File: config.mk
export PLATFORM = sky130hd
export DESIGN_NAME = mc_alu_flat
export DESIGN_NICKNAME = d
export VERILOG_FILES = /design/src/rtl/mc_alu_pkg.sv /design/src/rtl/mc_alu_if.sv /design/src/rtl/mc_alu_iter.sv /design/src/rtl/mc_alu.sv /design/src/flat_wrapper.sv
export SDC_FILE = /design/constraint.sdc
export NUM_CORES = 1
export LEC_CHECK = 0
export CAP_MARGIN = 20
export CORE_MARGIN = 8
export CORE_UTILIZATION = 55
export DETAILED_ROUTE_END_ITERATION = 10
export PLACE_DENSITY = 0.75
export SYNTH_ARGS = -nofsm -noshare
export SYNTH_HDL_FRONTEND = slang
export SYNTH_HIERARCHICAL = 1
export SYNTH_SLANG_ARGS = --single-unit
File: constraint.sdc
create_clock -name clk -period 4.6 [get_ports clk]
set_input_delay 0.69 -clock clk [delete_from_list [all_inputs] [get_ports clk]]
set_output_delay 0.69 -clock clk [all_outputs]
set_load 0.02 [all_outputs]
File: src/rtl/mc_alu_pkg.sv
`default_nettype none
// ============================================================================
// Module      : mc_alu_pkg
// Description : Shared constants for the multi-cycle ALU: opcode encoding,
//               FSM state encoding and a helper that classifies opcodes
//               handled by the iterative datapath.
// Revision    : 1.0 - initial release
// ============================================================================
package mc_alu_pkg;

  // Opcode encoding; 10..15 are illegal.
  localparam logic [3:0] c_op_add  = 4'd0;
  localparam logic [3:0] c_op_sub  = 4'd1;
  localparam logic [3:0] c_op_and  = 4'd2;
  localparam logic [3:0] c_op_or   = 4'd3;
  localparam logic [3:0] c_op_slt  = 4'd4;
  localparam logic [3:0] c_op_sltu = 4'd5;
  localparam logic [3:0] c_op_xor  = 4'd6;
  localparam logic [3:0] c_op_mul  = 4'd7;
  localparam logic [3:0] c_op_divu = 4'd8;
  localparam logic [3:0] c_op_remu = 4'd9;

  // Control FSM state encoding.
  localparam logic [1:0] c_st_idle = 2'd0;
  localparam logic [1:0] c_st_calc = 2'd1;
  localparam logic [1:0] c_st_done = 2'd2;

  // True for opcodes executed bit-serially by mc_alu_iter.
  function automatic logic op_is_iter(input logic [3:0] op);
    return (op == c_op_mul) || (op == c_op_divu) || (op == c_op_remu);
  endfunction

endpackage
`default_nettype wire

File: src/rtl/mc_alu_if.sv
`default_nettype none
// ============================================================================
// Module      : mc_alu_if
// Description : Operation/result handshake bundle of the multi-cycle ALU.
//               Request side : in_valid, in_ready, opcode, in1, in2
//               Response side: out_valid, out_ready, result, zero,
//                              negative, illegal
//               slave  = ALU view, master = requester/consumer view.
// Revision    : 1.0 - initial release
// ============================================================================
interface mc_alu_if #(
  parameter int WIDTH = 32
);
  logic             in_valid;
  logic             in_ready;
  logic [3:0]       opcode;
  logic [WIDTH-1:0] in1;
  logic [WIDTH-1:0] in2;
  logic             out_valid;
  logic             out_ready;
  logic [WIDTH-1:0] result;
  logic             zero;
  logic             negative;
  logic             illegal;

  modport slave (
    input  in_valid, opcode, in1, in2, out_ready,
    output in_ready, out_valid, result, zero, negative, illegal
  );

  modport master (
    output in_valid, opcode, in1, in2, out_ready,
    input  in_ready, out_valid, result, zero, negative, illegal
  );
endinterface
`default_nettype wire

File: src/rtl/mc_alu_iter.sv
`default_nettype none
// ============================================================================
// Module      : mc_alu_iter
// Description : Bit-serial multiply (shift-add) and unsigned divide /
//               remainder (restoring shift-subtract). One bit per cycle,
//               WIDTH cycles after the start edge.
// Ports       : clk, rst_n      - clock, async active-low reset
//               i_start         - capture i_op/i_a/i_b and begin
//               i_op            - c_op_mul / c_op_divu / c_op_remu
//               i_a, i_b        - operands (multiplicand/dividend, multiplier/divisor)
//               o_done          - the current cycle performs the final step
//               o_res           - value produced by the current step (final when o_done)
// Revision    : 1.0 - initial release
// ============================================================================
module mc_alu_iter
  import mc_alu_pkg::*;
#(
  parameter int WIDTH = 32
) (
  input  logic             clk,
  input  logic             rst_n,
  input  logic             i_start,
  input  logic [3:0]       i_op,
  input  logic [WIDTH-1:0] i_a,
  input  logic [WIDTH-1:0] i_b,
  output logic             o_done,
  output logic [WIDTH-1:0] o_res
);

  localparam int               c_cnt_w = (WIDTH > 1) ? $clog2(WIDTH) : 1;
  localparam logic [c_cnt_w-1:0] c_last = c_cnt_w'(WIDTH - 1);

  logic               r_busy;
  logic [c_cnt_w-1:0] r_cnt;
  logic [3:0]         r_op;
  logic [WIDTH-1:0]   r_acc;  // product accumulator / partial remainder
  logic [WIDTH-1:0]   r_opa;  // shifting multiplicand / dividend->quotient
  logic [WIDTH-1:0]   r_opb;  // shifting multiplier / divisor

  logic [WIDTH-1:0]   w_mul_acc;
  logic [WIDTH:0]     w_shift;
  logic               w_ge;
  logic [WIDTH-1:0]   w_rem_next;
  logic [WIDTH-1:0]   w_quo_next;

  assign w_mul_acc  = r_acc + (r_opb[0] ? r_opa : '0);

  // Restoring step: bring the next dividend bit into the remainder and
  // subtract the divisor if it fits. A zero divisor always "fits", which
  // yields an all-ones quotient and leaves the dividend as remainder.
  assign w_shift    = {r_acc, r_opa[WIDTH-1]};
  assign w_ge       = (w_shift >= {1'b0, r_opb});
  assign w_rem_next = w_ge ? WIDTH'(w_shift - {1'b0, r_opb}) : w_shift[WIDTH-1:0];
  assign w_quo_next = {r_opa[WIDTH-2:0], w_ge};

  assign o_done = r_busy && (r_cnt == c_last);
  assign o_res  = (r_op == c_op_mul)  ? w_mul_acc  :
                  (r_op == c_op_divu) ? w_quo_next : w_rem_next;

  always_ff @(posedge clk or negedge rst_n) begin
    if (!rst_n) begin
      r_busy <= 1'b0;
      r_cnt  <= '0;
      r_op   <= '0;
      r_acc  <= '0;
      r_opa  <= '0;
      r_opb  <= '0;
    end else if (i_start) begin
      r_busy <= 1'b1;
      r_cnt  <= '0;
      r_op   <= i_op;
      r_acc  <= '0;
      r_opa  <= i_a;
      r_opb  <= i_b;
    end else if (r_busy) begin
      r_cnt <= r_cnt + 1'b1;
      if (r_op == c_op_mul) begin
        r_acc <= w_mul_acc;
        r_opa <= r_opa << 1;
        r_opb <= r_opb >> 1;
      end else begin
        r_acc <= w_rem_next;
        r_opa <= w_quo_next;
      end
      if (o_done) begin
        r_busy <= 1'b0;
      end
    end
  end

endmodule
`default_nettype wire

File: src/rtl/mc_alu.sv
`default_nettype none
// ============================================================================
// Module      : mc_alu
// Description : Multi-cycle ALU with valid/ready handshakes. Single-cycle
//               ops complete on the accepting edge; Mul/Divu/Remu run
//               WIDTH more cycles in mc_alu_iter. Results are held until
//               the consumer takes them.
// Ports       : clk   - clock
//               rst_n - asynchronous active-low reset
//               bus   - mc_alu_if.slave (operation request + result response)
// Revision    : 1.0 - initial release
// ============================================================================
module mc_alu
  import mc_alu_pkg::*;
#(
  parameter int WIDTH = 32
) (
  input  logic      clk,
  input  logic      rst_n,
  mc_alu_if.slave   bus
);

  logic [1:0]       r_state;
  logic [1:0]       w_next_state;
  logic [WIDTH-1:0] r_result;
  logic             r_illegal;

  logic             w_accept;
  logic             w_is_iter;
  logic             w_is_illegal;
  logic             w_slt;
  logic             w_sltu;
  logic [WIDTH-1:0] w_comb_res;
  logic             w_iter_done;
  logic [WIDTH-1:0] w_iter_res;

  assign w_accept     = bus.in_valid && bus.in_ready;
  assign w_is_iter    = op_is_iter(bus.opcode);
  assign w_is_illegal = (bus.opcode > c_op_remu);
  assign w_slt        = ($signed(bus.in1) < $signed(bus.in2));
  assign w_sltu       = (bus.in1 < bus.in2);

  always_comb begin
    w_comb_res = '0;  // also the result for illegal opcodes
    case (bus.opcode)
      c_op_add:  w_comb_res = bus.in1 + bus.in2;
      c_op_sub:  w_comb_res = bus.in1 - bus.in2;
      c_op_and:  w_comb_res = bus.in1 & bus.in2;
      c_op_or:   w_comb_res = bus.in1 | bus.in2;
      c_op_slt:  w_comb_res = {{(WIDTH-1){1'b0}}, w_slt};
      c_op_sltu: w_comb_res = {{(WIDTH-1){1'b0}}, w_sltu};
      c_op_xor:  w_comb_res = bus.in1 ^ bus.in2;
      default:   w_comb_res = '0;
    endcase
  end

  mc_alu_iter #(
    .WIDTH (WIDTH)
  ) u_iter (
    .clk     (clk),
    .rst_n   (rst_n),
    .i_start (w_accept && w_is_iter),
    .i_op    (bus.opcode),
    .i_a     (bus.in1),
    .i_b     (bus.in2),
    .o_done  (w_iter_done),
    .o_res   (w_iter_res)
  );

  // State register
  always_ff @(posedge clk or negedge rst_n) begin
    if (!rst_n) begin
      r_state <= c_st_idle;
    end else begin
      r_state <= w_next_state;
    end
  end

  // Next-state logic. DONE always returns to IDLE, so a new operation can
  // never be taken on the edge that completes an output transfer.
  always_comb begin
    w_next_state = r_state;
    case (r_state)
      c_st_idle: if (w_accept)      w_next_state = w_is_iter ? c_st_calc : c_st_done;
      c_st_calc: if (w_iter_done)   w_next_state = c_st_done;
      c_st_done: if (bus.out_ready) w_next_state = c_st_idle;
      default:                      w_next_state = c_st_idle;
    endcase
  end

  // Output logic
  always_comb begin
    bus.in_ready  = 1'b0;
    bus.out_valid = 1'b0;
    case (r_state)
      c_st_idle: bus.in_ready  = 1'b1;
      c_st_done: bus.out_valid = 1'b1;
      default: ;
    endcase
  end

  // Result capture: single-cycle ops on acceptance, iterative ops on the
  // final step. Nothing changes while DONE, so the result stays stable.
  always_ff @(posedge clk or negedge rst_n) begin
    if (!rst_n) begin
      r_result  <= '0;
      r_illegal <= 1'b0;
    end else if ((r_state == c_st_idle) && w_accept && !w_is_iter) begin
      r_result  <= w_comb_res;
      r_illegal <= w_is_illegal;
    end else if ((r_state == c_st_calc) && w_iter_done) begin
      r_result  <= w_iter_res;
      r_illegal <= 1'b0;
    end
  end

  assign bus.result   = r_result;
  assign bus.zero     = (r_result == '0);
  assign bus.negative = r_result[WIDTH-1];
  assign bus.illegal  = r_illegal;

endmodule
`default_nettype wire

File: src/flat_wrapper.sv
// flat-port wrapper written by rule: the top's interface ports become plain ports
module mc_alu_flat import mc_alu_pkg::*;
#(
  parameter int WIDTH = 32
)
  (clk, rst_n, bus_in_valid, bus_opcode, bus_in1, bus_in2, bus_out_ready, bus_in_ready, bus_out_valid, bus_result, bus_zero, bus_negative, bus_illegal);
  mc_alu_if #(.WIDTH(WIDTH)) bus_i ();
  input  logic clk;
  input  logic rst_n;
  input wire logic [$bits(bus_i.in_valid)-1:0] bus_in_valid;
  input wire logic [$bits(bus_i.opcode)-1:0] bus_opcode;
  input wire logic [$bits(bus_i.in1)-1:0] bus_in1;
  input wire logic [$bits(bus_i.in2)-1:0] bus_in2;
  input wire logic [$bits(bus_i.out_ready)-1:0] bus_out_ready;
  output wire logic [$bits(bus_i.in_ready)-1:0] bus_in_ready;
  output wire logic [$bits(bus_i.out_valid)-1:0] bus_out_valid;
  output wire logic [$bits(bus_i.result)-1:0] bus_result;
  output wire logic [$bits(bus_i.zero)-1:0] bus_zero;
  output wire logic [$bits(bus_i.negative)-1:0] bus_negative;
  output wire logic [$bits(bus_i.illegal)-1:0] bus_illegal;
  assign bus_i.in_valid = bus_in_valid;
  assign bus_i.opcode = bus_opcode;
  assign bus_i.in1 = bus_in1;
  assign bus_i.in2 = bus_in2;
  assign bus_i.out_ready = bus_out_ready;
  assign bus_in_ready = bus_i.in_ready;
  assign bus_out_valid = bus_i.out_valid;
  assign bus_result = bus_i.result;
  assign bus_zero = bus_i.zero;
  assign bus_negative = bus_i.negative;
  assign bus_illegal = bus_i.illegal;
  mc_alu #(.WIDTH(WIDTH)) u_core (.clk(clk), .rst_n(rst_n), .bus(bus_i));
endmodule
Yosys cells after proc, flatten, opt, wreduce, memory -nomap -nowiden
Index checks and enable logic that the tools add are counted.
Widths: inputs -> output; s select.
Storage, ports and cells
  register bits: 141
  input port bits: 72
  word-level logic and storage cells: 85
  output and inout bits: 37
Operators by class
  reduce and logical (&&, ||, !) cells: 17
  $lt $le $gt $ge: 4
  bitwise operators: 3
  add/subtract/negate cells: 5
  multiplexer cells: 30
  equal/unequal tests: 17
Operators by type and width (count)
  $mux 32: 14
  $pmux 32 s7: 1
  $add 32x32->32: 2
  $lt 32x32->1: 2
  $sub 32x32->32: 2
  $ge 33x32->1: 1
  $and 32x32->32: 1
  $logic_not 32->1: 1
  $or 32x32->32: 1
  $xor 32x32->32: 1
  $eq 4x3->1 const B: 5
  $eq 4x4->1 const B: 3
  $mux 5: 2
  $eq 4x2->1 const B: 2
  $mux 1: 8
  $mux 2: 4
  $logic_and 1x1->1: 6
  $pmux 2 s3: 1
  $reduce_bool 2->1: 3
  $add 5x1->5 const B: 1
  $eq 5x5->1 const B: 1
  $eq 4x1->1 const B: 1
  $gt 4x4->1 const B: 1
  $logic_not 4->1: 1
  other kinds (9): 11

Depth between registers and ports, before layout
Gate-level depths: netlist of the first run.
  depth after elaboration: 6
  gate-level depth with buffers: 19

Hierarchy
Netlist of the first run, hierarchy kept.
By module, submodules not included
  mc_alu_iter: cells an instance 1221, seq. area each 2652.5 um^2, instances 1, area each 9570.4 um^2
  mc_alu: cells an instance 956, seq. area each 875.8 um^2, instances 1, area each 6785.3 um^2

Worst setup path before layout of the first run
OpenSTA, ideal clock, no wires.
  path kind: flip-flop to flip-flop
  start point: reg u_core.u_iter.r_opb[0]
  end point: reg u_core.r_result[30] (netlist: u_core/bus.result[30])
  arrival: 3.517 ns
  slack: 0.951 ns
  required time: 4.468 ns
  path buffers: 1
  cell stages (with the launch flop): 20
  cells stage by stage: dfrtp_1 clkbuf_1 and2_1 ha_1 fa_1 a21oi_1 o2bb2ai_1 o31ai_1 o211ai_1 o2111ai_1 a21oi_1 a31oi_1 xnor2_1 o211a_1 nand2_1 nand2_1 o22ai_1 nor3_1 mux2i_1 o21ai_0
Between the ends
  longest elaborated chain between the ends: 6
  elaborated cells between the ends (all ways): 9
Ends and longest elaborated chain
  start, declared: RTL line mc_alu_iter.sv:38  | logic [WIDTH-1:0] r_opb;
  start signal, assigned: RTL line mc_alu_iter.sv:74  | r_opb <= i_b;
  start signal, assigned: RTL line mc_alu_iter.sv:80  | r_opb <= r_opb >> 1;
  $sub 32x32->32 or $ge 33x32->1 (tied branches): RTL line mc_alu_iter.sv:53, mc_alu_iter.sv:52
  $mux 32: RTL line mc_alu_iter.sv:53  | assign w_rem_next = w_ge ? WIDTH'(w_shift - {1'b0, r_opb}) : w_shift[WIDTH-1:0];
  $mux 32: RTL line mc_alu_iter.sv:58  | (r_op == c_op_divu) ? w_quo_next : w_rem_next;
  $mux 32 *: RTL line mc_alu_iter.sv:57  | assign o_res = (r_op == c_op_mul) ? w_mul_acc :
  named net u_core.w_iter_res[30]: RTL line mc_alu.sv:35  | logic [WIDTH-1:0] w_iter_res;
  $mux 32 *: RTL line mc_alu.sv:111  | end else if ((r_state == c_st_calc) && w_iter_done) begin
  $mux 32 *: RTL line mc_alu.sv:108  | end else if ((r_state == c_st_idle) && w_accept && !w_is_iter) begin
  end signal, assigned: RTL line mc_alu.sv:109  | r_result <= w_comb_res;
  end signal, assigned: RTL line mc_alu.sv:112  | r_result <= w_iter_res;
  end, declared: RTL line mc_alu.sv:25  | logic [WIDTH-1:0] r_result;
The timed path passes the listed nets; every way through them passes the cells marked *. The select of a mux whose other input is x is not followed.
A chain may end at the register's enable or synchronous reset.

Final worst setup path of the first run
  start point: reg u_core.u_iter.r_opb[0]
  end point: reg u_core.r_result[29] (netlist: u_core/bus.result[29])
The elaborated chain is that of the path after synthesis.

==> impl_metrics.tcl, run 1 <==
set metrics [dict create \
    worstPathBufferInverterCount 2 \
    finalMaxSlewViolations 0 \
    grt_pass1_wl_um 93100 \
    largest_net_degree_at_the_start_of_global_routing 94 \
    placement.io_buffers 108 \
    detailedRoute.firstIterationViolations 2132 \
    postCtsResizedCells 0 \
    synth_seq_area_share 0.216 \
    antenna_violating_nets_post_route 0 \
    netlist_instances 2177 \
    synthFlopType "dfrtp_1" \
    post-route-util 0.624 \
    slowest_stage_delay_cp_ps 450 \
    nets 2478 \
    synth_fp_nets 2432 \
    clock_insertion_delay_worst_skew_ps 430 \
    timing_worst_slew_pin_value_ps 1050 \
    route.detailed.vias_per_inst 6.54 \
    power.internal_mw 7.05 \
    initial_antenna_violation_count 2 \
    m1_wl_um 27500 \
    cp_max_fo 23 \
    post-route-period-util 0.929 \
    final_common_cell "nor2_1" \
    h-tree-depth 4 \
    clkTransAtPathRegs_ps 60 \
    fp.dieH_um 188 \
    worst_ir_drop_vdd_mv 0.396 \
    routed_wirelength_um 60300 \
    power.switching_fraction 0.513 \
    setup.worst_path.end_class "flop" \
    clock_tree_root "clkbuf_16" \
    cts.path.max_buffers 2 \
    ys_async_sr_fraction 1.00 \
    route.top_layer_used "met5" \
    type_of_the_tightest_min_delay_check "primary input to async pin" \
    dr_wl_met3_um 5990 \
    post_route_cells_drive_above_1_share 0.0657 \
    share_seq_of_total_power 0.182 \
    max-cap-violations 0 \
    commonest_cells_after_routing_fill_and_taps_aside "nor2_1, a21oi_1, o21ai_0, nand2_1, ha_1" \
    die_width_um 188 \
    period_minus_slack_ps 4270 \
    critical_path.slowest_cell "a21oi_1" \
    slew_limit_headroom 0.299 \
    place_hpwl_um 46700 \
    cts_made_buffers 17 \
    worst-endpoint-required_ps 4920 \
    drt_pre_antenna_iters 6 \
    fill_cells 2745 \
    p_switching_mw 7.43 \
    finalClockSkew_ps 12.3 \
    p_comb_frac 0.723 \
    routedWlPerCell_um 23.0 \
    gp_congestion 0.976 \
    core_sq_mm 0.0295 \
    via_count_of_the_first_global_routing_pass 16000 \
    synthesis.area_per_instance_sq_um 7.51 \
    post-route-drc-count 0 \
    yosys_register_bits 141 \
    fin_tns_setup_ps 0 \
    final_hold_viol_count 0 \
    outcome "finished clean" \
    ys_warns 6 \
    setup_viol 0 \
    rows 63 \
    power_frac_clock 0.094 \
    grt-ovfl-total 0 \
    grt_setup_unrepaired "false" \
    critPathKind "flop to flop" \
    tritoncts "done" \
    cts-hold-fix-buffers 0 \
    area.growth.synth_to_final_pct 12.4 \
    critical_path.startpoint_type "flop" \
    met2_wirelength_um 25500 \
    power-per-cell-area_mw_per_mm2 788 \
    die-area_sq_mm 0.0355 \
    globalRouteTotalUtil 0.329 \
    yosysUniqueCellTypes 95 \
    post-cts-setup-buffer-count 0 \
    via_count 17200 \
    synth_area_sq_mm 0.0164 \
    design.portCount 109 \
    critPathArrivalTime_ps 4590 \
    initial_utilization 0.555 \
    leakage_nw 8.38 \
    max_freq_mhz 234 \
    count_of_flip_flops_with_a_built_in_enable_after_synthesis 0 \
    worstPathCellList "buf_4 > buf_4 > and2_1 > ha_1 > and3_1 > and4_1 > nand3_1 > nor3_1 > nor2_1 > a21oi_1 > a21boi_0 > xnor2_1 > mux2_2 > nand3_1 > nand2_1 > a211o_1" \
    worst_path_dominant_cell_family "simple AND/OR/NAND/NOR gates" \
    clkSinkCount 141 \
]
[flip-flops by register name, summed over array words and instances, names as in the netlist]
name	flops
u_core/u_iter/r_cnt	5
u_core/u_iter/r_op	4
u_core/u_iter/r_busy	1
u_core/u_iter/r_opb	32
u_core/bus.illegal	1
u_core/bus.result	32
u_core/r_state	2
u_core/u_iter/r_acc	32
u_core/u_iter/r_opa	32
[layout make-up]
class | count | area [sq um] | area share
Antenna cell | 2 | 5.00 | 0.000272
Clock buffer | 22 | 454 | 0.0247
Clock inverter | 10 | 116 | 0.00633
Inverter | 147 | 552 | 0.0300
Multi-Input combinational cell | 1759 | 11800 | 0.640
Sequential cell | 141 | 3530 | 0.192
Tap cell | 390 | 488 | 0.0265
Timing Repair Buffer | 157 | 1480 | 0.0804
[cells in the mapped netlist (all sizes together), types with 31 or more instances]
| cell | count | share of area |
|---|---|---|
| a21o | 36 | 0.017 |
| a21oi | 213 | 0.066 |
| and2 | 41 | 0.016 |
| buf | 31 | 0.011 |
| clkbuf | 99 | 0.023 |
| dfrtp | 141 | 0.22 |
| ha | 179 | 0.14 |
| inv | 145 | 0.033 |
| mux2i | 68 | 0.042 |
| nand2 | 195 | 0.045 |
| nand3 | 36 | 0.011 |
| nor2 | 225 | 0.052 |
| nor3 | 45 | 0.014 |
| o21ai | 220 | 0.068 |
| xnor2 | 56 | 0.030 |
[worst paths after layout]
kind / from / to / slack (ps) / cells after the start
worst max-delay path: u_core/u_iter/r_opb[0]$_DFFE_PN0P_ / u_core/bus.result[29]$_DFFE_PN0P_ / 330 / 16
worst min-delay path: rst_n / u_core/bus.illegal$_DFFE_PN0P_ / 320 / 1
worst max register to register: u_core/u_iter/r_opb[0]$_DFFE_PN0P_ / u_core/bus.result[29]$_DFFE_PN0P_ / 330 / 16
worst min register to register: u_core/bus.illegal$_DFFE_PN0P_ / u_core/bus.illegal$_DFFE_PN0P_ / 500 / 2
max in group asynchronous: rst_n / u_core/u_iter/r_acc[28]$_DFFE_PN0P_ / 3330 / 2
min in group clk: u_core/bus.illegal$_DFFE_PN0P_ / u_core/bus.illegal$_DFFE_PN0P_ / 500 / 2
[power groups by stage]
| stage | combinational [mW] | clock [mW] | sequential [mW] |
|---|---|---|---|
| finish | 10.5 | 1.37 | 2.64 |
| global route | 11.3 | 1.42 | 2.71 |
| CTS | 10.2 | 1.37 | 2.61 |
| detailed placement | 10.1 | 0 | 2.62 |
| global placement | 9.89 | 0 | 2.60 |
| floorplan | 7.24 | 0 | 2.50 |
[routing by layer]
metal  vias up  track usage
met2       869        0.479
met5         -            0
met1      8314        0.483
met3        98       0.0693
met4         2       0.0872
li1       7894            -
[metrics by stage]
stage	std cells	hold slack (ps)	setup WS, ps	power [mW]	cell area [sq um]
after floorplan	2177	394	951	9.74	16400
after global placement	2593	463	425	12.5	17800
after detailed placement	2593	478	317	12.7	17800
after CTS	2625	338	482	14.1	18400
after global routing	2627	366	168	15.4	18400
final	2628	323	326	14.5	18400
[cell families (layout without fill, tap and decap cells)]
| logic type | Yosys count | count (layout) | share of synthesized area |
|---|---|---|---|
| buffers and inverters | 277 | 336 | 0.0675 |
| AO/OA/AOI/OAI | 743 | 743 | 0.289 |
| flip-flops | 141 | 141 | 0.216 |
| AND/OR/NAND/NOR | 666 | 666 | 0.188 |
| other | 0 | 2 | 0 |
| multiplexers | 86 | 86 | 0.0545 |
| XOR/XNOR | 81 | 81 | 0.0434 |
| adder cells (fa/ha/maj) | 183 | 183 | 0.142 |
(Power assumes the default switching activity.)
==> run 2: changes to the inputs <==
Settings changed: SYNTH_HIERARCHICAL 1 to unset.
==> run 2 against run 1 <==
Compared with the run above:
- synthesized cell count fell by 2.9%
- clock power is essentially flat
- highest routed layer unchanged
- register-to-register slack worse by 90 ps
- via count down 1.6%
==> impl_metrics.tcl, run 2 <==
set metrics [dict create \
    outcome "finished clean" \
    grt_pass1_wl_um 92600 \
    period_minus_slack_ps 4360 \
    max-cap-violations 0 \
    core_sq_mm 0.0287 \
    cp_max_fo 7 \
    yosys.area.top_type "dfrtp_1" \
    count_of_flip_flops_with_a_built_in_enable_after_synthesis 0 \
    finalPower_mw 13.5 \
    worst_ir_drop_vdd_mv 0.329 \
    slew_limit_headroom 0.319 \
    critPathArrivalTime_ps 4740 \
    synth_area_sq_mm 0.0160 \
    initial_antenna_violation_count 2 \
    gp_congestion 1.02 \
    worst-endpoint-required_ps 4970 \
    cts_made_buffers 17 \
    final_common_cell "nand2_1" \
    setup.worst_path.end_class "flop" \
    synth_most_common_cell "nor2_1" \
    route.detailed.vias_per_inst 6.55 \
    nets 2440 \
    via_count_of_the_first_global_routing_pass 15600 \
    place_hpwl_um 47000 \
    fin_area_sq_mm 0.0182 \
    area.growth.synth_to_final_pct 13.9 \
    die_width_um 187 \
    detailedPlace.worstSlack_ps 262 \
    power-per-cell-area_mw_per_mm2 738 \
    globalRouteMet1Util 0.481 \
    synthesis.area_per_instance_sq_um 7.57 \
    rows 62 \
    yosys_register_bits 141 \
    yosysUniqueCellTypes 99 \
    leakage_nw 8.32 \
    ys_warns 0 \
    clock_insertion_delay_worst_skew_ps 430 \
    slowest_stage_delay_cp_ps 720 \
    post_route_cells_drive_above_1_share 0.0682 \
    detailedRoute.firstIterationViolations 2186 \
    antenna_violating_nets_post_route 0 \
    commonest_cells_after_routing_fill_and_taps_aside "nand2_1, nor2_1, ha_1, o21ai_0, a21oi_1" \
    design.portCount 109 \
    finalMaxSlewViolations 0 \
    worstPathCellList "and2_1 > ha_1 > fa_1 > a21o_1 > a221oi_2 > o2bb2ai_1 > nand2b_1 > a31oi_1 > o2bb2ai_1 > xnor2_1 > nor2_1 > a2111oi_0 > buf_4 > a211o_1" \
    placement.io_buffers 108 \
    synth_seq_area_share 0.221 \
    gr-usage-met2 0.488 \
    synth.top_cell.area_share 0.221 \
    fin_tns_setup_ps 0 \
    cts.path.max_buffers 2 \
    netlist_top_cells_area "dfrtp_1, ha_1, o21ai_0" \
    max_freq_mhz 229 \
    die-area_sq_mm 0.0348 \
    netlist_top_cells_count "nor2_1, nand2_1, ha_1" \
    clkSinkCount 141 \
    clkTransAtPathRegs_ps 70 \
    h-tree-depth 4 \
    type_of_the_tightest_min_delay_check "primary input to async pin" \
    path_common_cell "o2bb2ai_1" \
    initial_utilization 0.557 \
    grt_setup_unrepaired "false" \
    clock_tree_root "clkbuf_16" \
    worst_path_dominant_cell_family "compound AO/OA/AOI/OAI gates" \
    ys_async_sr_fraction 1.00 \
    post-cts-setup-buffer-count 0 \
    timing_worst_slew_pin_value_ps 1020 \
    critPathKind "flop to flop" \
    critical_path.startpoint_type "flop" \
    critical_path.slowest_cell "a2111oi_0" \
    routedWlPerCell_um 23.3 \
    post-route-drc-count 0 \
    worstPathBufferInverterCount 1 \
    placedInstanceArea_sq_mm 0.0176 \
    post-route-period-util 0.948 \
    synthFlopType "dfrtp_1" \
    global_route.usage.met3 0.0677 \
    grt-ovfl-total 0 \
    postCtsResizedCells 0 \
    finalClockSkew_ps 9.93 \
    synth_fp_nets 2368 \
    largest_net_degree_at_the_start_of_global_routing 111 \
    final_hold_viol_count 0 \
    globalRouteTotalUtil 0.331 \
    gr-max-usage-layer "met2" \
    cts-hold-fix-buffers 0 \
    drt_pre_antenna_iters 5 \
    setup_viol 0 \
    fp.dieH_um 187 \
    routed_wirelength_um 60300 \
    via_count 16900 \
    tritoncts "done" \
    final_critical_path_setup_slack_ps 237 \
    netlist_instances 2113 \
]
## run 2: cells by family after synthesis
group           count (synthesis)  share of synthesized area
fa+ha+maj                     183                      0.145
flops                         141                      0.221
xor+xnor                       81                     0.0443
buf+inv                       260                     0.0640
simple gates                  677                      0.193
compound gates                710                      0.294
mux                            61                     0.0382
## run 2: path summary, 6_finish.rpt
kind                                                    startpoint                                  end  slack [ps]  cells past startpoint
worst min-delay path                                         rst_n   u_core.u_iter.r_opa[4]$_DFFE_PN0P_         190                      1
worst max-delay path            u_core.u_iter.r_opb[0]$_DFFE_PN0P_    u_core.bus.result[26]$_DFFE_PN0P_         240                     14
worst max register to register  u_core.u_iter.r_opb[0]$_DFFE_PN0P_    u_core.bus.result[26]$_DFFE_PN0P_         240                     14
min in group clk                    u_core.bus.illegal$_DFFE_PN0P_       u_core.bus.illegal$_DFFE_PN0P_         480                      2
max in group asynchronous                                    rst_n  u_core.u_iter.r_opa[29]$_DFFE_PN0P_        3220                      3
worst min register to register      u_core.bus.illegal$_DFFE_PN0P_       u_core.bus.illegal$_DFFE_PN0P_         480                      2
## run 2: through the flow
| stage | std cells | utilization | hold WS, ps |
|---|---|---|---|
| CTS | 2581 | 0.634 | 440 |
| floorplan | 2113 | - | 394 |
| finish | 2583 | 0.635 | 191 |
| detailed placement | 2549 | 0.613 | 471 |
| global route | 2582 | 0.635 | 223 |
| global placement | 2549 | 0.613 | 463 |
## run 2: final cells by class
class	count	area, sq um
Multi-Input combinational cell	1712	11500
Clock buffer	18	429
Inverter	142	533
Clock inverter	14	161
Sequential cell	141	3530
Fill cell	2593	10500
Timing Repair Buffer	171	1600
Tap cell	384	480
Antenna cell	1	2.50
## run 2: routing by layer
layer,wire length (um),up-vias
li1,-,7751
met5,13,-
met4,1530,2
met2,25300,978
met1,26900,8093
met3,6470,84
## run 2: report_power, final
| part | total (mW) | switching (mW) | internal, mW |
|---|---|---|---|
| Combinational | 9.39 | 5.65 | 3.74 |
| Clock | 1.40 | 0.592 | 0.808 |
| Sequential | 2.67 | 0.789 | 1.88 |
| Total | 13.5 | 7.03 | 6.43 |
